$ cat config.mk
export PLATFORM = sky130hd
export DESIGN_NAME = nand_cmd_seq_flat
export DESIGN_NICKNAME = d
export VERILOG_FILES = /design/src/rtl/nand_pkg.sv /design/src/rtl/nand_cmd_seq_if.sv /design/src/rtl/nand_phase_timer.sv /design/src/rtl/nand_cmd_seq.sv /design/src/flat_wrapper.sv
export SDC_FILE = /design/constraint.sdc
export NUM_CORES = 1
export LEC_CHECK = 0
export BUFFER_PORTS_ARGS = -buffer_cell sky130_fd_sc_hd__buf_2
export CORE_MARGIN = 4
export CORE_UTILIZATION = 53
export CTS_CLUSTER_SIZE = 24
export DETAILED_ROUTE_END_ITERATION = 12
export PLACE_DENSITY = 0.82
export RECOVER_POWER = 25
export SYNTH_ARGS = -nofsm -noshare
export SYNTH_HDL_FRONTEND = slang
export SYNTH_SLANG_ARGS = --single-unit
export TNS_END_PERCENT = 50
$ cat constraint.sdc
create_clock -name v_clk0 -period 5.5 [get_ports v_clk0]
set_clock_uncertainty 0.15 [all_clocks]
set_input_delay 0.825 -clock v_clk0 [delete_from_list [all_inputs] [get_ports v_clk0]]
set_output_delay 0.825 -clock v_clk0 [all_outputs]
set_load 0.005 [all_outputs]
$ cat src/rtl/nand_pkg.sv
// nand_pkg: shared types, default timing and helpers for the NAND command sequencer.
// Holds the FSM state encoding, the CLE/ALE byte-type encoding and the default
// WE# timing constants used as parameter defaults by nand_cmd_seq.
package nand_pkg;

  // Sequencer phases; IDLE must stay at zero so a cleared register is idle.
  typedef enum logic [2:0] {
    ST_IDLE  = 3'd0,
    ST_SETUP = 3'd1,
    ST_WE_LO = 3'd2,
    ST_WE_HI = 3'd3,
    ST_WHR   = 3'd4
  } nand_state_e;

  // Byte type as it arrives on in_is_addr: command bytes raise CLE, address bytes ALE.
  typedef enum logic {
    BT_CMD  = 1'b0,
    BT_ADDR = 1'b1
  } nand_byte_e;

  // Default timing in v_clk0 cycles. T_SETUP of 3 covers the PHY's two-stage
  // clk90 resynchroniser on the command path.
  localparam int DEF_T_SETUP = 3;
  localparam int DEF_T_WP    = 3;
  localparam int DEF_T_WH    = 2;
  localparam int DEF_T_WHR   = 12;

  // Counter width able to hold the largest phase length.
  function automatic int cnt_width(input int a, input int b, input int c, input int d);
    int m;
    m = a;
    if (b > m) m = b;
    if (c > m) m = c;
    if (d > m) m = d;
    return (m < 1) ? 1 : $clog2(m + 1);
  endfunction

  // Chip-select normalisation: anything other than a clean CE1 request targets CE0.
  function automatic logic [1:0] norm_ce(input logic [1:0] sel);
    return (sel == 2'b10) ? 2'b10 : 2'b01;
  endfunction

endpackage

$ cat src/rtl/nand_cmd_seq_if.sv
// nand_cmd_seq_if: byte request channel into the NAND command sequencer.
// Ports: in_valid/in_ready handshake; in_byte, in_is_addr (0 cmd, 1 addr),
// in_last (final byte of transaction), in_ce_sel (one-hot target chip).
interface nand_cmd_seq_if;
  logic       in_valid;
  logic       in_ready;
  logic       in_is_addr;
  logic [7:0] in_byte;
  logic       in_last;
  logic [1:0] in_ce_sel;

  // Requester side: offers bytes, watches ready.
  modport master (
    output in_valid,
    output in_is_addr,
    output in_byte,
    output in_last,
    output in_ce_sel,
    input  in_ready
  );

  // Sequencer side: consumes bytes, drives ready.
  modport slave (
    input  in_valid,
    input  in_is_addr,
    input  in_byte,
    input  in_last,
    input  in_ce_sel,
    output in_ready
  );
endinterface

$ cat src/rtl/nand_phase_timer.sv
// nand_phase_timer: loadable down-counter timing one sequencer phase.
// Latency: load takes effect on the next edge; expire is combinational on the count.
// Ports: v_clk0/v_rst0, load + load_val (phase length minus one), expire (count == 0).
module nand_phase_timer #(
  parameter int W = 4
) (
  input  logic         v_clk0,
  input  logic         v_rst0,
  input  logic         load,
  input  logic [W-1:0] load_val,
  output logic         expire
);

  logic [W-1:0] cnt;

  // Saturates at zero so an idle timer never wraps back to a large count.
  always_ff @(posedge v_clk0) begin
    if (v_rst0) begin
      cnt <= '0;
    end else if (load) begin
      cnt <= load_val;
    end else if (cnt != '0) begin
      cnt <= cnt - W'(1);
    end
  end

  assign expire = (cnt == '0);

endmodule

$ cat src/rtl/nand_cmd_seq.sv
// nand_cmd_seq: drives one command/address byte at a time onto the NAND PHY with WE# timing.
// Latency: accept at edge N -> WE# low N+T_SETUP+1..N+T_SETUP+T_WP; ready again after T_WH
//          (non-last) or done after a further T_WHR cycles (last). Backpressure: in_ready only in IDLE.
// Ports: v_clk0/v_rst0 (sync, active-high); req (byte channel); busy/done status;
//        v_ctrl_* pin levels, v_dq_cmd_sel/v_dq_cmd_oe_n and v_wr_cmd towards the PHY.
module nand_cmd_seq
  import nand_pkg::*;
#(
  parameter int T_SETUP = DEF_T_SETUP,
  parameter int T_WP    = DEF_T_WP,
  parameter int T_WH    = DEF_T_WH,
  parameter int T_WHR   = DEF_T_WHR
) (
  input  logic          v_clk0,
  input  logic          v_rst0,
  nand_cmd_seq_if.slave req,
  output logic          busy,
  output logic          done,
  output logic          v_ctrl_cle,
  output logic          v_ctrl_ale,
  output logic          v_ctrl_wrn,
  output logic          v_ctrl_wpn,
  output logic [1:0]    v_ctrl_cen,
  output logic          v_ctrl_wen,
  output logic          v_ctrl_wen_sel,
  output logic          v_dq_cmd_sel,
  output logic          v_dq_cmd_oe_n,
  output logic [7:0]    v_wr_cmd
);

  localparam int CW = cnt_width(T_SETUP, T_WP, T_WH, T_WHR);

  // Timer reload values: a phase of length L counts L-1 down to 0.
  localparam logic [CW-1:0] LD_SETUP = CW'(T_SETUP - 1);
  localparam logic [CW-1:0] LD_WP    = CW'(T_WP - 1);
  localparam logic [CW-1:0] LD_WH    = CW'(T_WH - 1);
  localparam logic [CW-1:0] LD_WHR   = (T_WHR > 0) ? CW'(T_WHR - 1) : '0;

  nand_state_e state, state_nxt;

  // Latched request fields.
  logic [7:0]  byte_q;
  nand_byte_e  type_q;
  logic        last_q;
  logic [1:0]  ce_q;
  logic        txn_q;   // inside a multi-byte transaction; CE# stays asserted

  logic          accept;
  logic          done_nxt;
  logic          tmr_load;
  logic [CW-1:0] tmr_val;
  logic          tmr_expire;

  // Next-cycle view of the latched fields, used to build registered outputs.
  logic [7:0]  byte_n;
  nand_byte_e  type_n;
  logic        last_n;
  logic [1:0]  ce_n;
  logic        txn_n;
  logic        drive_n;

  // Registered pin levels.
  logic        busy_q, done_q, cle_q, ale_q, wen_q, oe_n_q;
  logic [1:0]  cen_q;

  assign req.in_ready = (state == ST_IDLE);

  nand_phase_timer #(
    .W (CW)
  ) u_timer (
    .v_clk0   (v_clk0),
    .v_rst0   (v_rst0),
    .load     (tmr_load),
    .load_val (tmr_val),
    .expire   (tmr_expire)
  );

  // Next-state and timer control.
  always_comb begin
    state_nxt = state;
    accept    = 1'b0;
    done_nxt  = 1'b0;
    tmr_load  = 1'b0;
    tmr_val   = '0;
    case (state)
      ST_IDLE: begin
        if (req.in_valid) begin
          accept    = 1'b1;
          state_nxt = ST_SETUP;
          tmr_load  = 1'b1;
          tmr_val   = LD_SETUP;
        end
      end
      ST_SETUP: begin
        if (tmr_expire) begin
          state_nxt = ST_WE_LO;
          tmr_load  = 1'b1;
          tmr_val   = LD_WP;
        end
      end
      ST_WE_LO: begin
        if (tmr_expire) begin
          state_nxt = ST_WE_HI;
          tmr_load  = 1'b1;
          tmr_val   = LD_WH;
        end
      end
      ST_WE_HI: begin
        if (tmr_expire) begin
          if (!last_q) begin
            state_nxt = ST_IDLE;
          end else if (T_WHR == 0) begin
            state_nxt = ST_IDLE;
            done_nxt  = 1'b1;
          end else begin
            state_nxt = ST_WHR;
            tmr_load  = 1'b1;
            tmr_val   = LD_WHR;
          end
        end
      end
      ST_WHR: begin
        if (tmr_expire) begin
          state_nxt = ST_IDLE;
          done_nxt  = 1'b1;
        end
      end
      default: begin
        state_nxt = ST_IDLE;
      end
    endcase
  end

  // Field capture and output levels derived from the next state, so every pin
  // is a flop and changes on the same edge the state does.
  always_comb begin
    byte_n  = accept ? req.in_byte : byte_q;
    type_n  = accept ? nand_byte_e'(req.in_is_addr) : type_q;
    last_n  = accept ? req.in_last : last_q;
    // Chip select is only taken from the first byte; chained bytes keep the target.
    ce_n    = (accept && !txn_q) ? norm_ce(req.in_ce_sel) : ce_q;
    txn_n   = accept ? 1'b1 : (done_nxt ? 1'b0 : txn_q);
    // DQ/CLE/ALE are driven from setup through the WE# hold window.
    drive_n = (state_nxt == ST_SETUP) || (state_nxt == ST_WE_LO) || (state_nxt == ST_WE_HI);
  end

  always_ff @(posedge v_clk0) begin
    if (v_rst0) begin
      state  <= ST_IDLE;
      byte_q <= '0;
      type_q <= BT_CMD;
      last_q <= 1'b0;
      ce_q   <= '0;
      txn_q  <= 1'b0;
      busy_q <= 1'b0;
      done_q <= 1'b0;
      cle_q  <= 1'b0;
      ale_q  <= 1'b0;
      wen_q  <= 1'b1;
      oe_n_q <= 1'b1;
      cen_q  <= 2'b11;
    end else begin
      state  <= state_nxt;
      byte_q <= byte_n;
      type_q <= type_n;
      last_q <= last_n;
      ce_q   <= ce_n;
      txn_q  <= txn_n;
      busy_q <= (state_nxt != ST_IDLE);
      done_q <= done_nxt;
      cle_q  <= drive_n && (type_n == BT_CMD);
      ale_q  <= drive_n && (type_n == BT_ADDR);
      wen_q  <= (state_nxt != ST_WE_LO);
      oe_n_q <= !drive_n;
      cen_q  <= txn_n ? ~ce_n : 2'b11;
    end
  end

  assign busy           = busy_q;
  assign done           = done_q;
  assign v_ctrl_cle     = cle_q;
  assign v_ctrl_ale     = ale_q;
  assign v_ctrl_cen     = cen_q;
  assign v_ctrl_wen     = wen_q;
  assign v_dq_cmd_oe_n  = oe_n_q;
  // The byte register only loads on accept, so DQ is stable across WE# low.
  assign v_wr_cmd       = byte_q;

  // Write-only command path: RE#, WP# and the WE# mode select sit inactive.
  assign v_ctrl_wrn     = 1'b1;
  assign v_ctrl_wpn     = 1'b1;
  assign v_ctrl_wen_sel = 1'b1;
  assign v_dq_cmd_sel   = 1'b1;

endmodule

$ cat src/flat_wrapper.sv
// flat-port wrapper written by rule: the top's interface ports become plain ports
module nand_cmd_seq_flat import nand_pkg::*;
#(
  parameter int T_SETUP = DEF_T_SETUP,
  parameter int T_WP    = DEF_T_WP,
  parameter int T_WH    = DEF_T_WH,
  parameter int T_WHR   = DEF_T_WHR
)
  (v_clk0, v_rst0, busy, done, v_ctrl_cle, v_ctrl_ale, v_ctrl_wrn, v_ctrl_wpn, v_ctrl_cen, v_ctrl_wen, v_ctrl_wen_sel, v_dq_cmd_sel, v_dq_cmd_oe_n, v_wr_cmd, req_in_valid, req_in_is_addr, req_in_byte, req_in_last, req_in_ce_sel, req_in_ready);
  nand_cmd_seq_if req_i ();
  input  logic v_clk0;
  input  logic v_rst0;
  output logic busy;
  output logic done;
  output logic v_ctrl_cle;
  output logic v_ctrl_ale;
  output logic v_ctrl_wrn;
  output logic v_ctrl_wpn;
  output logic [1:0] v_ctrl_cen;
  output logic v_ctrl_wen;
  output logic v_ctrl_wen_sel;
  output logic v_dq_cmd_sel;
  output logic v_dq_cmd_oe_n;
  output logic [7:0] v_wr_cmd;
  input wire logic [$bits(req_i.in_valid)-1:0] req_in_valid;
  input wire logic [$bits(req_i.in_is_addr)-1:0] req_in_is_addr;
  input wire logic [$bits(req_i.in_byte)-1:0] req_in_byte;
  input wire logic [$bits(req_i.in_last)-1:0] req_in_last;
  input wire logic [$bits(req_i.in_ce_sel)-1:0] req_in_ce_sel;
  output wire logic [$bits(req_i.in_ready)-1:0] req_in_ready;
  assign req_i.in_valid = req_in_valid;
  assign req_i.in_is_addr = req_in_is_addr;
  assign req_i.in_byte = req_in_byte;
  assign req_i.in_last = req_in_last;
  assign req_i.in_ce_sel = req_in_ce_sel;
  assign req_in_ready = req_i.in_ready;
  nand_cmd_seq #(.T_SETUP(T_SETUP), .T_WP(T_WP), .T_WH(T_WH), .T_WHR(T_WHR)) u_core (.v_clk0(v_clk0), .v_rst0(v_rst0), .req(req_i), .busy(busy), .done(done), .v_ctrl_cle(v_ctrl_cle), .v_ctrl_ale(v_ctrl_ale), .v_ctrl_wrn(v_ctrl_wrn), .v_ctrl_wpn(v_ctrl_wpn), .v_ctrl_cen(v_ctrl_cen), .v_ctrl_wen(v_ctrl_wen), .v_ctrl_wen_sel(v_ctrl_wen_sel), .v_dq_cmd_sel(v_dq_cmd_sel), .v_dq_cmd_oe_n(v_dq_cmd_oe_n), .v_wr_cmd(v_wr_cmd));
endmodule
==> run_results.csv <==
group,metric,value,unit
outcome,outcome,"finished, final reports clean",
synthesis,synth_most_common_cell,"dfxtp_1",
setup_path,startpoint,"u_core.u_timer.cnt[0]$_SDFFE_PP0P_",
detailed_routing,vias,974,
setup_path,worstPathRequired,5.56,ns
clock_network,cts_tree,"yes",
placement,dp_hpwl,1.77,mm
sta,fmax,419,MHz
power_and_ir_drop,ir_worst_vdd,0.295,mV
floorplanning,die-width,55.0,um
global_routing,grt_pass1_vias,888,
detailed_routing,drtAntennaViolNets,0,
detailed_routing,drt_iter0_markers,30,
setup_path,cpPeakStageDelay,0.78,ns
floorplanning,coreArea,2020,um2
sta,relSlewSlack,37.5,%
synthesis,yosysTopAreaCell,"dfxtp_1",
global_routing,grt_max_degree,21,
sta,final_hold_viol_count,0,
clock_network,post_cts_buffers,0,
power_and_ir_drop,power_density,480,nW/um2
synthesis,synth_seq_area_share,48.0,%
detailed_routing,viasPerCell,5.10,
finish,diodes,0,
detailed_routing,wl_per_cell,12.7,um
clock_network,clockBufferDepth,2,
setup_path,rr_startpoint,"u_core.u_timer.cnt[0]$_SDFFE_PP0P_",
setup_path,cp_top_family,"simple AND/OR/NAND/NOR gates",
global_routing,grt_pass1_wl,3.88,mm
sta,setup_violations,0,
power_and_ir_drop,static-leakage-power,0.600,nW
finish,num-fill-cells,167,
setup_path,crit_fanout,8,
setup_path,ff2ff_path_depth,6,
sta,setup_tns,0,ns
clock_network,cts_resized,0,
synthesis,netlist_top_cells_count,"dfxtp_1 (28), nand2_1 (24), a21oi_1 (12)",
floorplanning,ios,36,
synthesis,ys.flop_type,"dfxtp_1",
finish,drive_gt1_share,18.9,%
synthesis,netlist_area,1170,um2
finish,nets,181,
setup_path,path_buf_inv,1,
clock_network,path_clk_slew,0.15,ns
setup_path,cp_slowest_cell,"nor3b_1",
setup_path,rrSetupSlack,3.11,ns
clock_network,cts-buffers-inserted,3,
finish,syn2layout_area_growth,15.2,%
sta,whs,0.321,ns
setup_path,worstSetupStartpointType,"flip-flop",
clock_network,cts_sinks,28,
synthesis,synth-edff-count,0,
setup_path,end_kind,"flip-flop",
floorplanning,rows,16,
sta,worstMarginPinSlew,0.936,ns
placement,place_congestion,0.829,
finish,register_area,561,um2
global_routing,grt.total_usage,17.7,%
clock_network,cts.hold.buffers_added,0,
setup_path,crit_cells,6,
floorplanning,die_y,55.0,um
sta,rsz0062_at_grt,"no",
setup_path,path_class,"flip-flop to flip-flop",
setup_path,crit_chain,"inv_1 -> ha_1 -> nor3b_1 -> nand2_1 -> o311ai_0 -> a211oi_1",
min_path,hold_path.class,"flip-flop to flip-flop",
floorplanning,initial_utilization,57.8,%
placement,numPortBuffers,31,
synthesis,ys_seq_elements,28,
finish,layout.cells.non_filler,191,
global_routing,antenna_found_initial,0,
detailed_routing,first_pass_iters,4,
synthesis,async_flop_share,0,%
synthesis,yosysUniqueCellTypes,37,
sta,min_period_over_period,43.4,%
synthesis,ys_warn_count,0,
global_routing,grt-ovfl-total,0,
sta,drv_slew,0,
synthesis,yosysTopAreaCellShare,48.0,%
sta,finalCriticalPeriod,2.39,ns
detailed_routing,drt-total-wl,2.43,mm
setup_path,setup.worst_path.end,"u_core.u_timer.cnt[0]$_SDFFE_PP0P_",
synthesis,synth_cells,138,
floorplanning,die_area,3020,um2
synthesis,ys_top_cells_by_area,"dfxtp_1 (48%), nand2_1 (7.7%), a21oi_1 (5.1%), nor2_1 (3.5%), nor3_1 (2.6%)",
placement,place_inst,187,
clock_network,clockRootBuffer,"clkbuf_4",
min_path,hold_depth,2,
setup_path,rr_endpoint,"u_core.u_timer.cnt[0]$_SDFFE_PP0P_",
detailed_routing,drc,0,
setup_path,cp_data_arrival_time,2.45,ns
finish,multiInputGateArea,538,um2
synthesis,syn_area_per_cell,8.47,um2
flow_run,maxCapViolCount,0,
finish,fin_util,66.6,%
clock_network,htreeDepth,1,
clock_network,insertion_delay,0.33,ns
cell usage in the layout (no fill, tap or decap):
cell type,Yosys,layout
xnor2_1,1,1
a21o_1,1,1
nor2b_1,3,3
bufinv_16,0,1
o21ai_0,2,2
nand4_1,1,1
dfxtp_1,28,28
and2_1,3,3
nor3_1,6,6
a31oi_1,2,2
inv_1,4,4
and3b_1,1,1
nand2b_1,2,2
nand2_1,24,24
xor2_1,2,2
nor3b_1,0,1
or3_1,1,1
mux2i_1,2,2
o2bb2ai_1,1,1
nand3_1,3,3
clkbuf_4,0,3
buf_2,1,24
or4b_1,1,1
or3b_2,1,1
o31ai_1,2,2
conb_1,1,4
nor4b_2,1,1
o311ai_0,1,1
or4_1,1,1
clkbuf_1,7,7
nor2_1,11,11
a21oi_1,12,12
nor2_4,1,1
a211oi_1,1,1
and3_1,2,2
o22ai_1,1,1
ha_1,1,1
o21a_1,1,1
worst register-to-register path: cells and delay by family (launching register included):
kind / cells / cell delay [ns]
AOI/OAI and AO/OA: 2 / 0.50
adders and majority gates: 1 / 0.20
buffers and inverters: 1 / 0.08
DFF: 1 / 0.35
and+or+nand+nor: 2 / 1.01
per-stage QoR:
step	setup slack, ns	power, mW	area (um2)
floorplan	3.26	0.455	1180
global placement	2.89	0.506	1310
detailed placement	2.83	0.516	1310
CTS	3.19	0.650	1360
global route	2.85	0.689	1350
finish	3.11	0.646	1350
report_power, final:
part           internal, mW  total (mW)  switching, mW
Combinational        0.0974       0.225          0.128
Clock                0.0737       0.135         0.0612
Sequential            0.246       0.286         0.0400
flip-flops by register name, summed over array words and instances, names as in the netlist:
name / flops
u_core.state: 3
u_core.ce_q: 2
u_core.u_timer.cnt: 4
u_core.v_ctrl_wen: 1
u_core.v_ctrl_ale: 1
u_core.txn_q: 1
u_core.v_ctrl_cle: 1
u_core.v_ctrl_cen: 2
u_core.busy: 1
u_core.last_q: 1
u_core.v_dq_cmd_oe_n: 1
u_core.done: 1
u_core.v_wr_cmd: 8
u_core.type_q: 1
how the worst min path moves through the flow:
| stage | endpoint | slack, ns | from |
|---|---|---|---|
| final | u_core.v_wr_cmd[1]$_SDFFE_PP0P_ | 0.32 | u_core.v_wr_cmd[1]$_SDFFE_PP0P_ |
| after global routing | u_core.v_wr_cmd[4]$_SDFFE_PP0P_ | 0.34 | u_core.v_wr_cmd[4]$_SDFFE_PP0P_ |
| after CTS | u_core.v_wr_cmd[4]$_SDFFE_PP0P_ | 0.32 | u_core.v_wr_cmd[4]$_SDFFE_PP0P_ |
| after detailed placement | u_core.v_wr_cmd[4]$_SDFFE_PP0P_ | 0.30 | u_core.v_wr_cmd[4]$_SDFFE_PP0P_ |
| after global placement | u_core.v_wr_cmd[3]$_SDFFE_PP0P_ | 0.29 | u_core.v_wr_cmd[3]$_SDFFE_PP0P_ |
| after floorplan | u_core.ce_q[1]$_SDFF_PP0_ | 0.30 | u_core.ce_q[1]$_SDFF_PP0_ |
cell families after synthesis:
| logic type | share of synthesized area [%] |
|---|---|
| fa+ha+maj | 1.07 |
| flops | 48.0 |
| simple gates | 27.8 |
| buf+inv | 6.53 |
| other cells | 0.321 |
| compound gates | 12.3 |
| xor+xnor | 2.25 |
| mux | 1.71 |
routing by layer:
| metal | up-vias | track usage, % | part of all wire [%] |
|---|---|---|---|
| met5 | - | 0 | 0 |
| li1 | 505 | - | - |
| met2 | 32 | 29.7 | 48 |
| met1 | 435 | 23.2 | 45 |
| met4 | 0 | 4.86 | 0.53 |
| met3 | 2 | 2.95 | 6.5 |
layout make-up:
cell class              count  share of cell area [%]
flip-flops and latches     28                    41.6
multi-input cells          97                    40.0
repair buffers             31                    10.9
well taps                  27                    2.51
clock inverters             1                    2.23
clock buffers               3                    1.67
inverters                   4                    1.12
Power figures use the tool's default switching activity.
